### config.mk
export PLATFORM = sky130hd
export DESIGN_NAME = rt_note_sequencer
export DESIGN_NICKNAME = d
export VERILOG_FILES = /design/src/rtl/rt_seq_pkg.sv /design/src/rtl/beat_countdown.sv /design/src/rtl/rt_note_sequencer.sv
export SDC_FILE = /design/constraint.sdc
export NUM_CORES = 1
export LEC_CHECK = 0
export BUFFER_PORTS_ARGS = -buffer_cell sky130_fd_sc_hd__buf_2
export CAP_MARGIN = 40
export CORE_UTILIZATION = 46
export DETAILED_ROUTE_END_ITERATION = 8
export PLACE_DENSITY = 0.79
export REMOVE_ABC_BUFFERS = 1
export SETUP_SLACK_MARGIN = 0.05
export SYNTH_ARGS = -nofsm -noshare
export SYNTH_HDL_FRONTEND = slang
export SYNTH_SLANG_ARGS = --single-unit
### constraint.sdc
create_clock -name clk -period 1.86 [get_ports clk]
set_input_delay 0.372 -clock clk [delete_from_list [all_inputs] [get_ports clk]]
set_output_delay 0.372 -clock clk [all_outputs]
set_load 0.005 [all_outputs]
### src/rtl/rt_seq_pkg.sv
// Shared constants for the song sequencer: default widths, state codes, markers.
package rt_seq_pkg;

    localparam int unsigned SEQ_ADDR_W = 7;
    localparam int unsigned SEQ_NOTE_W = 6;
    localparam int unsigned SEQ_DUR_W  = 6;

    // Sequencer state encoding
    localparam logic [1:0] ST_FETCH = 2'd0;
    localparam logic [1:0] ST_WAIT  = 2'd1;
    localparam logic [1:0] ST_PLAY  = 2'd2;
    localparam logic [1:0] ST_DONE  = 2'd3;

    // Duration 0 terminates the song; note 0 is a rest
    localparam logic [SEQ_DUR_W-1:0]  DUR_END   = '0;
    localparam logic [SEQ_NOTE_W-1:0] NOTE_REST = '0;

    // Song ROM word layout at the default widths: {note, duration}
    typedef struct packed {
        logic [SEQ_NOTE_W-1:0] note;
        logic [SEQ_DUR_W-1:0]  dur;
    } song_entry_t;

endpackage

### src/rtl/beat_countdown.sv
// Loadable beat down-counter; last flags a count of exactly one.
module beat_countdown #(
    parameter int unsigned DUR_W = 6
) (
    input  logic             clk,
    input  logic             reset,
    input  logic             load,
    input  logic [DUR_W-1:0] load_val,
    input  logic             dec,
    output logic [DUR_W-1:0] count,
    output logic             last
);

    logic [DUR_W-1:0] count_q;
    logic [DUR_W-1:0] count_d;
    logic             last_q;

    // Load has priority; decrement saturates at zero
    always_comb begin
        count_d = count_q;
        if (load) begin
            count_d = load_val;
        end else if (dec && (count_q != '0)) begin
            count_d = count_q - DUR_W'(1);
        end
    end

    // Count register with a registered last-beat flag
    always_ff @(posedge clk or posedge reset) begin
        if (reset) begin
            count_q <= '0;
            last_q  <= 1'b0;
        end else begin
            count_q <= count_d;
            last_q  <= (count_d == DUR_W'(1));
        end
    end

    assign count = count_q;
    assign last  = last_q;

endmodule

### src/rtl/rt_note_sequencer.sv
// Walks a {note, duration} song ROM and presents each note for its beats.
module rt_note_sequencer
    import rt_seq_pkg::*;
#(
    parameter int unsigned ADDR_W = SEQ_ADDR_W,
    parameter int unsigned NOTE_W = SEQ_NOTE_W,
    parameter int unsigned DUR_W  = SEQ_DUR_W
) (
    input  logic                    clk,
    input  logic                    reset,
    input  logic                    play_enable,
    input  logic                    restart,
    input  logic                    beat,
    output logic [ADDR_W-1:0]       rom_addr,
    input  logic [NOTE_W+DUR_W-1:0] rom_data,
    output logic [NOTE_W-1:0]       note_to_load,
    output logic                    new_note,
    output logic [DUR_W-1:0]        beats_left,
    output logic                    song_done
);

    logic [1:0]        state_q,    state_d;
    logic [ADDR_W-1:0] addr_q,     addr_d;
    logic [NOTE_W-1:0] note_q,     note_d;
    logic              new_note_q, new_note_d;
    logic              done_q,     done_d;

    logic              cnt_load;
    logic [DUR_W-1:0]  cnt_load_val;
    logic              cnt_dec;
    logic [DUR_W-1:0]  cnt_count;
    logic              cnt_last;

    logic [NOTE_W-1:0] rom_note;
    logic [DUR_W-1:0]  rom_dur;
    logic              advance;
    logic              addr_is_last;

    assign rom_note     = rom_data[NOTE_W+DUR_W-1:DUR_W];
    assign rom_dur      = rom_data[DUR_W-1:0];
    assign advance      = beat && play_enable;
    assign addr_is_last = (addr_q == {ADDR_W{1'b1}});

    beat_countdown #(
        .DUR_W (DUR_W)
    ) u_beat_countdown (
        .clk      (clk),
        .reset    (reset),
        .load     (cnt_load),
        .load_val (cnt_load_val),
        .dec      (cnt_dec),
        .count    (cnt_count),
        .last     (cnt_last)
    );

    // Next-state logic; restart outranks everything, FETCH/WAIT ignore beats
    always_comb begin
        state_d      = state_q;
        addr_d       = addr_q;
        note_d       = note_q;
        new_note_d   = 1'b0;
        done_d       = done_q;
        cnt_load     = 1'b0;
        cnt_load_val = '0;
        cnt_dec      = 1'b0;

        if (restart) begin
            state_d  = ST_FETCH;
            addr_d   = '0;
            note_d   = NOTE_W'(NOTE_REST);
            done_d   = 1'b0;
            cnt_load = 1'b1;
        end else begin
            case (state_q)
                ST_FETCH: begin
                    state_d = ST_WAIT;
                end
                ST_WAIT: begin
                    if (rom_dur == DUR_W'(DUR_END)) begin
                        state_d  = ST_DONE;
                        note_d   = NOTE_W'(NOTE_REST);
                        done_d   = 1'b1;
                        cnt_load = 1'b1;
                    end else begin
                        state_d      = ST_PLAY;
                        note_d       = rom_note;
                        new_note_d   = 1'b1;
                        cnt_load     = 1'b1;
                        cnt_load_val = rom_dur;
                    end
                end
                ST_PLAY: begin
                    if (advance) begin
                        cnt_dec = 1'b1;
                        if (cnt_last) begin
                            if (addr_is_last) begin
                                state_d = ST_DONE;
                                note_d  = NOTE_W'(NOTE_REST);
                                done_d  = 1'b1;
                            end else begin
                                state_d = ST_FETCH;
                                addr_d  = addr_q + ADDR_W'(1);
                            end
                        end
                    end
                end
                ST_DONE: begin
                    note_d = NOTE_W'(NOTE_REST);
                    done_d = 1'b1;
                end
                default: begin
                    state_d = ST_FETCH;
                end
            endcase
        end
    end

    // State, address and note registers
    always_ff @(posedge clk or posedge reset) begin
        if (reset) begin
            state_q    <= ST_FETCH;
            addr_q     <= '0;
            note_q     <= '0;
            new_note_q <= 1'b0;
            done_q     <= 1'b0;
        end else begin
            state_q    <= state_d;
            addr_q     <= addr_d;
            note_q     <= note_d;
            new_note_q <= new_note_d;
            done_q     <= done_d;
        end
    end

    assign rom_addr     = addr_q;
    assign note_to_load = note_q;
    assign new_note     = new_note_q;
    assign beats_left   = cnt_count;
    assign song_done    = done_q;

endmodule
==> qor.yml <==
place_congestion: 0.979
syn_avg_cell_area_um2: 9.27
drc: 2
pre_cts_slack_ns: -0.127
die_w_um: 57.2
worst-slew-pin-transition_ns: 0.484
yosys_warnings: 0
wl_um: 3700
yosys.area_share.simple: 0.248
n_fill_cell: 202
synth.top_cell.area_share: 0.429
coreArea_um2: 2830
ir_worst_vdd_mv: 0.789
maxSlewViolCount: 0
worstSetupPathType: "reg -> reg"
synth_fa_ha_area_frac: 0.0626
rsz0062_at_grt: "yes"
hold_ws_ns: 0.0600
dpl.hpwl_um: 2490
layout.nets: 237
setup_viol: 0
n_antenna_cell: 0
grt-ovfl-total: 0
numCtsBuffers: 3
synth-seq-area-share: 0.429
timing.fmax_mhz: 551
start_kind: "register"
clkTransAtPathRegs_ns: 0.14
drtIter0Drc: 97
clk_latency_ns: 0.32
wl_per_cell_um: 15.2
slowest_stage: "dfrtp_1"
final_common_cell: "buf_2"
hold_viol_final: 0
outcome: "finished with violations"
die_y_um: 57.2
synth_top_area_cell: "dfrtp_1"
via_count: 1341
crit_family: "simple AND/OR/NAND/NOR gates"
ios: 38
finClkSkew_ns: 0.00856
dieArea_um2: 3270
arrival_ns: 2.05
yosys-top-cells-area: "dfrtp_1 43%, ha_1 6.3%, nor2_1 5.1%, inv_1 4.3%, nand3_1 3.9%"
violations: "DRC"
power_w: 0.00247
synth-compound-area-share: 0.134
final_cell_mix: "37 x buf_2, 24 x dfrtp_1, 18 x nor2_1, 18 x buf_4, 12 x inv_1"
yosys.cell_types.count: 43
ant_nets: 0
drive_gt1_frac: 0.476
fin_crit_ns: 1.82
htreeDepth: 1
worstPathMaxFanout: 2
worstPathCellList: "buf_6 > ha_4 > or3_4 > a211o_4 > nand3_4 > o31ai_4 > nor4_2"
fin_crit_sh: 0.977
rows: 19
worst-path-buf-inv: 1
antenna_found_initial: 0
synth_top_family_by_area: "simple AND/OR/NAND/NOR gates"
grt_use_total: 0.226
numPortBuffers: 37
grt_pass1_vias: 1307
cts_hold_buf: 0
synthesis.area_um2: 1400
max_stage_delay_ns: 0.43
syn_to_final_growth_pct: 48.2
clock_tree.buffer_depth: 2
grt_pass1_wl_um: 5630
leakagePower_nw: 1.02
p_per_area_nw_per_um2: 1190
cp.depth: 7
cts_sinks: 24
worst_slack_ns: 0.0435
first_pass_iters: 6
synth_xor_area_frac: 0.0313
crit_required_ns: 2.09
synthCells: 151
tritoncts: "built"
hp-class: "in -> async"
start_util: 0.495
cts_root_buffer: "clkbuf_4"
grt_max_degree: 25
synthMuxAreaShare: 0.0295
synth-seq-cells: 24
relSlewSlack: 0.675
end_kind: "register"
drv_cap: 0
viasPerCell: 5.52
ff2ff_path_depth: 7
==> flip-flops by register name, indices dropped and copies added, names as in the netlist <==
| name | count |
|---|---|
| rom_addr | 7 |
| note_to_load | 6 |
| u_beat_countdown.count | 6 |
| state_q | 2 |
| new_note | 1 |
| song_done | 1 |
| u_beat_countdown.last | 1 |
==> cells in the mapped netlist (all sizes together) <==
| master | n |
|---|---|
| and3 | 2 |
| inv | 16 |
| nand4b | 1 |
| mux2 | 1 |
| o21ai | 8 |
| mux2i | 3 |
| nor3b | 2 |
| a31oi | 1 |
| or2 | 1 |
| a21o | 1 |
| nor2b | 4 |
| or3 | 1 |
| nor4b | 2 |
| a32oi | 1 |
| buf | 1 |
| nor2 | 19 |
| a21bo | 1 |
| nand4 | 3 |
| dfrtp | 24 |
| o31a | 1 |
| xnor2 | 1 |
| xor2 | 4 |
| a211o | 1 |
| a21oi | 5 |
| a22oi | 1 |
| a41oi | 1 |
| and2 | 1 |
| a211oi | 2 |
| nand2 | 9 |
| ha | 7 |
| or4 | 1 |
| nor4 | 2 |
| o31ai | 1 |
| nand3 | 11 |
| clkbuf | 4 |
| o221ai | 1 |
| a221oi | 1 |
| o211ai | 1 |
| nor3 | 4 |
==> stage by stage <==
stage	instances	TNS [ns]	util	instance area, um2
2_1_floorplan	146	-0.172	-	1370
3_3_place_gp	232	-0.0718	0.610	1730
3_5_place_dp	232	-0.127	0.610	1730
4_1_cts	238	0	0.655	1850
5_1_grt	243	-0.0343	0.733	2070
6_report	243	0	0.733	2070
==> kinds of logic (layout without fill, tap and decap cells) <==
group | Yosys count | in the layout
adders and majority gates | 7 | 7
DFF | 24 | 24
and+or+nand+nor | 63 | 63
xor gates and xnor gates | 5 | 5
buffers and inverters | 21 | 82
muxes | 4 | 4
AOI/OAI and AO/OA | 27 | 27
==> timing repair <==
item                                    in CTS  in global routing
endpoints found under the setup margin      10                 12
cloned                                       1                  0
buffers inserted                             1                  6
pin swaps                                    1                 14
gates resized for setup                     13                 40
==> final timing paths <==
check	slack, ns	to	from
max	0.04	u_beat_countdown.last	state_q[0]
min	0.06	rom_addr[0]	reset
max reg2reg	0.04	u_beat_countdown.last	state_q[0]
min reg2reg	0.52	song_done	song_done
max in group asynchronous	1.56	u_beat_countdown.count[2]	reset
min in group clk	0.27	note_to_load[4]	rom_data[10]
==> report_power, final <==
group | switching, W | internal [W]
Sequential | 0.000115 | 0.000626
Clock | 0.000160 | 0.000218
Combinational | 0.000649 | 0.000702
==> worst register-to-register path, delay by kind of cell (launching register included) <==
kind | cells | cell delay (ns)
AOI/OAI and AO/OA | 2 | 0.35
adders and majority gates | 1 | 0.15
buffers and inverters | 1 | 0.13
DFF | 1 | 0.43
and+or+nand+nor | 3 | 0.65
==> area by class of cell <==
class / instances / area (um2) / share of cell area
clock inverters: 1 / 30.0 / 0.0145
inverters: 16 / 60.1 / 0.0290
clock buffers: 3 / 22.5 / 0.0109
multi-input cells: 106 / 920 / 0.443
well taps: 31 / 38.8 / 0.0187
repair buffers: 62 / 403 / 0.194
flip-flops and latches: 24 / 601 / 0.290
==> routing by layer <==
| layer | vias up | global-route usage | routed length [um] |
|---|---|---|---|
| met5 | - | 0 | 0 |
| met3 | 4 | 0.0317 | 114 |
| met2 | 41 | 0.424 | 2000 |
| met1 | 644 | 0.258 | 1560 |
| met4 | 0 | 0.0906 | 27 |
| li1 | 652 | - | - |
No activity file was read; power rests on OpenSTA's default activity.
